<file path="src/rtl/scan_peak_finder_pkg.sv">
// Shared definitions for the scan peak finder.
// Holds the finder state encoding and the default sweep-counter width.
package scan_peak_finder_pkg;

  typedef enum logic [1:0] {
    ST_IDLE  = 2'd0,
    ST_ARM   = 2'd1,
    ST_SWEEP = 2'd2,
    ST_DONE  = 2'd3
  } spf_state_e;

  localparam int unsigned SPF_CW_DEFAULT = 16;

endpackage

</file>
<file path="src/rtl/scan_peak_finder_peak_track.sv">
// peak_track: signed extreme tracker with position capture.
//   clk, rst  : clock, synchronous active-high reset (clears val/pos_out)
//   load      : take sig/pos unconditionally (start of a sweep)
//   update    : take sig/pos only if sig strictly beats val
//   mode      : 1 = track maximum, 0 = track minimum
//   sig, pos  : candidate sample and its ramp position (signed, R bits)
//   val       : tracked extreme value
//   pos_out   : ramp position of the tracked extreme
module peak_track #(
  parameter int unsigned R = 14
) (
  input  logic         clk,
  input  logic         rst,
  input  logic         load,
  input  logic         update,
  input  logic         mode,
  input  logic [R-1:0] sig,
  input  logic [R-1:0] pos,
  output logic [R-1:0] val,
  output logic [R-1:0] pos_out
);

  logic [R-1:0] val_q, val_d;
  logic [R-1:0] pos_q, pos_d;
  logic         better;

  // Strict compare: a tie never displaces the earlier position.
  always_comb begin
    better = mode ? ($signed(sig) > $signed(val_q))
                  : ($signed(sig) < $signed(val_q));
    val_d  = val_q;
    pos_d  = pos_q;
    if (load || (update && better)) begin
      val_d = sig;
      pos_d = pos;
    end
  end

  always_ff @(posedge clk) begin
    if (rst) begin
      val_q <= '0;
      pos_q <= '0;
    end else begin
      val_q <= val_d;
      pos_q <= pos_d;
    end
  end

  assign val     = val_q;
  assign pos_out = pos_q;

endmodule

</file>
<file path="src/rtl/scan_peak_finder.sv">
// scan_peak_finder: finds the extreme of sig_in over one ramp sweep
// (trig_low .. trig_hig) and reports the ramp position where it occurred.
//   clk, rst            : clock, synchronous active-high reset
//   enable              : run the finder; 0 forces IDLE
//   clear               : zero results and sweep counter, go to IDLE
//   mode                : 1 = maximum, 0 = minimum
//   timeout             : max SWEEP length in cycles, 0 = no timeout
//   ramp_in, sig_in     : signed ramp position and measured signal
//   trig_low, trig_hig  : ramp at low / high limit pulses
//   peak_val, peak_pos  : result of the last completed sweep
//   valid               : one-cycle pulse when results update
//   to_flag             : one-cycle pulse when a sweep times out
//   busy                : high while in SWEEP
//   sweep_cnt           : completed sweeps, saturating
module scan_peak_finder
  import scan_peak_finder_pkg::*;
#(
  parameter int unsigned R  = 14,
  parameter int unsigned CW = SPF_CW_DEFAULT
) (
  input  logic          clk,
  input  logic          rst,
  input  logic          enable,
  input  logic          clear,
  input  logic          mode,
  input  logic [31:0]   timeout,
  input  logic [R-1:0]  ramp_in,
  input  logic          trig_low,
  input  logic          trig_hig,
  input  logic [R-1:0]  sig_in,
  output logic [R-1:0]  peak_val,
  output logic [R-1:0]  peak_pos,
  output logic          valid,
  output logic          to_flag,
  output logic          busy,
  output logic [CW-1:0] sweep_cnt
);

  spf_state_e    state_q, state_d;
  logic [31:0]   cyc_q, cyc_d;
  logic [R-1:0]  peak_val_q, peak_val_d;
  logic [R-1:0]  peak_pos_q, peak_pos_d;
  logic [CW-1:0] sweep_cnt_q, sweep_cnt_d;
  logic          valid_q, valid_d;
  logic          to_flag_q, to_flag_d;
  logic          busy_q, busy_d;
  logic          trk_load, trk_update;
  logic [R-1:0]  trk_val, trk_pos;

  peak_track #(.R(R)) u_track (
    .clk     (clk),
    .rst     (rst),
    .load    (trk_load),
    .update  (trk_update),
    .mode    (mode),
    .sig     (sig_in),
    .pos     (ramp_in),
    .val     (trk_val),
    .pos_out (trk_pos)
  );

  always_comb begin
    state_d     = state_q;
    cyc_d       = cyc_q;
    peak_val_d  = peak_val_q;
    peak_pos_d  = peak_pos_q;
    sweep_cnt_d = sweep_cnt_q;
    valid_d     = 1'b0;
    to_flag_d   = 1'b0;
    trk_load    = 1'b0;
    trk_update  = 1'b0;

    if (clear) begin
      state_d     = ST_IDLE;
      cyc_d       = '0;
      peak_val_d  = '0;
      peak_pos_d  = '0;
      sweep_cnt_d = '0;
    end else if (!enable) begin
      state_d = ST_IDLE;
      cyc_d   = '0;
    end else begin
      unique case (state_q)
        ST_IDLE: state_d = ST_ARM;
        ST_ARM: begin
          if (trig_low && !trig_hig) begin
            state_d  = ST_SWEEP;
            trk_load = 1'b1;
            cyc_d    = 32'd1;
          end
        end
        ST_SWEEP: begin
          // trig_hig beats both restart and timeout in the same cycle.
          if (trig_hig) begin
            trk_update = 1'b1;
            state_d    = ST_DONE;
          end else if (trig_low) begin
            trk_load = 1'b1;
            cyc_d    = 32'd1;
          end else if ((timeout != '0) && (cyc_q == timeout)) begin
            to_flag_d = 1'b1;
            state_d   = ST_ARM;
          end else begin
            trk_update = 1'b1;
            cyc_d      = cyc_q + 32'd1;
          end
        end
        ST_DONE: begin
          peak_val_d = trk_val;
          peak_pos_d = trk_pos;
          valid_d    = 1'b1;
          if (sweep_cnt_q != '1) sweep_cnt_d = sweep_cnt_q + CW'(1);
          state_d = ST_ARM;
        end
        default: state_d = ST_IDLE;
      endcase
    end

    busy_d = (state_d == ST_SWEEP);
  end

  always_ff @(posedge clk) begin
    if (rst) begin
      state_q     <= ST_IDLE;
      cyc_q       <= '0;
      peak_val_q  <= '0;
      peak_pos_q  <= '0;
      sweep_cnt_q <= '0;
      valid_q     <= 1'b0;
      to_flag_q   <= 1'b0;
      busy_q      <= 1'b0;
    end else begin
      state_q     <= state_d;
      cyc_q       <= cyc_d;
      peak_val_q  <= peak_val_d;
      peak_pos_q  <= peak_pos_d;
      sweep_cnt_q <= sweep_cnt_d;
      valid_q     <= valid_d;
      to_flag_q   <= to_flag_d;
      busy_q      <= busy_d;
    end
  end

  assign peak_val  = peak_val_q;
  assign peak_pos  = peak_pos_q;
  assign valid     = valid_q;
  assign to_flag   = to_flag_q;
  assign busy      = busy_q;
  assign sweep_cnt = sweep_cnt_q;

endmodule

</file>
<file path="config.mk">
export PLATFORM = sky130hd
export DESIGN_NAME = scan_peak_finder
export DESIGN_NICKNAME = d
export VERILOG_FILES = /design/src/rtl/scan_peak_finder_pkg.sv /design/src/rtl/scan_peak_finder_peak_track.sv /design/src/rtl/scan_peak_finder.sv
export SDC_FILE = /design/constraint.sdc
export NUM_CORES = 1
export LEC_CHECK = 0
export ABC_AREA = 1
export BUFFER_PORTS_ARGS = -buffer_cell sky130_fd_sc_hd__buf_2
export CAP_MARGIN = 0
export CORE_MARGIN = 2
export CORE_UTILIZATION = 50
export DETAILED_ROUTE_END_ITERATION = 10
export GPL_TIMING_DRIVEN = 0
export PLACE_DENSITY = 0.72
export SYNTH_ARGS = -nofsm -noshare
export SYNTH_HDL_FRONTEND = slang
export SYNTH_HIERARCHICAL = 1
export SYNTH_SLANG_ARGS = --single-unit
</file>
<file path="constraint.sdc">
create_clock -name clk -period 2.6 [get_ports clk]
set_input_delay 0.26 -clock clk [delete_from_list [all_inputs] [get_ports clk]]
set_output_delay 0.26 -clock clk [all_outputs]
set_load 0.05 [all_outputs]
</file>
==> summary.md <==
| Metric | Value |
|---|---|
| Run status | finished, final reports clean |
| Clock Skew | between 9 and 10 ps |
| Final GP Congestion | just over 1 |
| Post-Syn Instances | between 1k and 1.5k |
| Routed vias/inst | between 5 and 6 |
| Util after Layout | roughly three fifths |
| # DRC | 0 |
| Worst-path clk slew | roughly 80 ps |
| Synth warn | 6 |
| Dominant cells by area after synthesis | dfxtp_1 32%, nand2_1 15%, nor2_1 12% |
| Most frequent cells in the layout | 277 x nand2_1, 218 x nor2_1, 122 x buf_2 |
| Initial Utilization | 51.58% |
| Largest net degree at the start of global routing | 19 |
| Clock Latency Late Sink | 360 ps |
| Fin nets | ~1.3k |
| Post-DP Area | 7671 um2 |
| Wire length per cell | 14.33 um |
| Req. time, crit path | roughly 2900 ps |
| Leak | between 3 and 4 nW |
| Syn Nets | 1194 |
| Full die area | 14730 um2 |
| Post-synthesis cell type count | 36 |
| CTS Sinks | ~110 |
| Bufs and invs on worst path | 5 |
| IO Port Bufs | between 100 and 150 |
| Critical path class | register to register |
| Final setup viols | 0 |
| Num ports | 114 |
| CTS H-tree lvls | 3 |
| Crit share post-route | between 90% and 100% |
| Area share of the largest cell type after synthesis | between 30% and 40% |
| Setup ws final | between 100 and 150 ps |
| First-pass GRT wire length | roughly 32000 um |
| Worst setup SP type | register |
| Syn avg cell area | roughly 6.2 um2 |
| Die Ht | ~120 um |
| Hold path endpoint | u_track/pos_out[5] |
| Post-Route WL | between 20000 and 25000 um |
| RSZ-0062 raised after global routing | true |
| Max_cap viols | 0 |
| R2r endpoint | u_track/val[11] |
| Detailed Routing Iterations Pass 1 | 5 |
| Hold Slack | around 120 ps |
| Final TNS setup | 0 ps |
| Dpl ws | -554.8 ps |
| CTS tree | done |
| Number of cells on the worst hold path | 3 |
| Critical R2R Launch | state_q[1] |
| CP peak stage delay | between 400 and 500 ps |
| Maximum VDD drop | just over 0.0004 V |
| Worst slew margin | 53.63% |
| Area leader, netlist | dfxtp_1 |
| Share of layout cells above drive strength 1 | 18.17% |
| Cell Area, Synth | 6885 um2 |
| CTS root buffer | clkbuf_16 |
| GRT Residual Overflow | 0 |
| N_diodes | 0 |
| Most common cell after layout, fill and taps aside | nand2_1 |
| Site Rows | between 40 and 50 |
| Register area share after synthesis | a little under a third |
| Min-delay src | ramp_in[5] |
| Fmax | approximately 0.40 GHz |
| Worst slew pin tran | just under 700 ps |
| Max clock buf depth | 2 |
| Final instance area | ~8000 um2 |
| Fin. max-slew vios | 0 |
| Via count | 7388 |
| Final antenna-violating net count | 0 |
| Cells along the critical path | ha_1 -> inv_1 -> nor2_1 -> nand3_2 -> nand3_4 -> buf_6 -> nor3_1 -> inv_1 -> clkbuf_4 -> buf_4 -> nand3_1 -> nand2_1 -> nor2_1 |
| Worst Hold Class | input port to register |
| Initial antenna violation count | 1 |
| GRT Total Usage | between 20 and 30% |
| Worst Reg-to-Reg Cells | 13 |
| CP delay by family, top | simple AND/OR/NAND/NOR gates |
| Core Area | ~13000 um2 |
| Cts bufs inserted | 9 |
| Die Span X | between 100 and 150 um |
| Worst R2R Setup Slack | between 100 and 150 ps |
| Synth-to-Final Area Change | 16.74% |
| Data arrival, critical path | about 2700 ps |
| Fill count | approximately 1.4k |
| Initial DRC count | about 400 |
| Yosys reg bits | ~110 |
| Worst path slowest cell | dfxtp_1 |
| Detailed Place HPWL | approximately 16000 um |
| Hold buffers post-CTS | 0 |
| Fin crit period | about 2500 ps |
| Multi-input gate area | roughly 4000 um2 |
| Vias in the first global route | between 6k and 7k |
| P per Cell Area | 399.8 nW/um2 |
| Storage cell area | between 2000 and 2500 um2 |
| Final hold vios | 0 |
| CP Max Fanout | 10 |
| Setup crit end kind | register |
## worst register-to-register path, cell delays in order, from the launching register on
cell      delay (ps)
dfxtp_1          430
ha_1             250
inv_1             90
nor2_1           380
nand3_2          190
nand3_4          130
buf_6            150
nor3_1            50
inv_1            100
clkbuf_4         200
buf_4            200
nand3_1           90
nand2_1           70
nor2_1            40
## registers in the layout (all words and copies together), names as in the netlist
signal and count:
busy 1, cyc_q 32, peak_pos 14, peak_val 14
state_q 2, sweep_cnt 16, to_flag 1, u_track/pos_out 14
u_track/val 14, valid 1
## power breakdown
group	total, mW	switching (mW)	internal (mW)
registers	1.67	0.00159	1.67
logic	0.248	0.151	0.0969
clock network	1.30	0.645	0.652
total	3.21	0.798	2.42
## final cells by class
class / count / share of cell area, %
repair buffers: 115 / 7.223
flip-flops and latches: 109 / 27.58
plain buffers: 44 / 3.222
inverters: 126 / 5.884
multi-input cells: 829 / 49.95
clock buffers: 9 / 2.802
clock inverters: 6 / 0.5915
well taps: 176 / 2.740
## cell usage after synthesis
cell and instances:
nand2_1 277, nor2_1 221, inv_1 113, dfxtp_1 109, a21oi_1 71, nand3_1 64
nand4_1 44, o21ai_0 40, nand3_2 23, clkbuf_1 21, xnor2_1 20, ha_1 19
nor3_1 19, inv_2 11, buf_2 10, buf_6 8, buf_1 5, nor4_1 4
or2_2 4, nand2_2 3, xor2_1 3, clkinv_1 2, nand3b_1 2, nor3b_1 2
o21a_1 2, a211oi_1 1, a21oi_2 1, a31oi_1 1, and2_1 1, nand3_4 1
nor2_2 1, nor2_4 1, o211a_1 1, o211ai_1 1, o21ai_1 1, o21bai_1 1
## repair_timing
item	4_1_cts	5_1_grt
buffers inserted	0	2
resized for setup	16	26
gates cloned	0	0
pin swaps	0	1
endpoints found under the setup margin	28	30
## worst max-delay path by stage
stage                           from              end  cells past startpoint
final                     state_q[1]  u_track/val[11]                     13
after floorplan             cyc_q[8]  u_track/val[10]                     15
after detailed placement    cyc_q[8]  u_track/val[11]                     15
after CTS                  cyc_q[20]  u_track/val[11]                     18
after global placement     cyc_q[18]  u_track/val[11]                     16
after global routing      state_q[1]   u_track/val[1]                     13
## layer usage
layer  part of all wire [%]  vias to the layer above  GRT usage (%)
met5                  0.074                        -              0
met2                     45                      246          44.94
met4                    3.5                        2          13.51
met1                     44                     3294          35.39
met3                    7.0                       50          5.451
li1                       -                     3796              -
## kinds of logic (layout without fill, tap and decap cells)
| group | after synthesis | in the layout | share of synthesized area (%) |
|---|---|---|---|
| AO/OA/AOI/OAI | 120 | 120 | 9.050 |
| AND/OR/NAND/NOR | 667 | 667 | 42.56 |
| buffers and inverters | 170 | 300 | 10.32 |
| XOR/XNOR | 23 | 23 | 2.926 |
| flip-flops | 109 | 109 | 31.69 |
| adder cells (fa/ha/maj) | 19 | 19 | 3.453 |
## per-stage QoR
stage               instances  power, mW
finish                   1414      3.213
global route             1414      3.345
CTS                      1412      3.241
detailed placement       1397      1.955
global placement         1397      1.954
floorplan                1108      1.850
No activity file was read; power rests on OpenSTA's default activity.
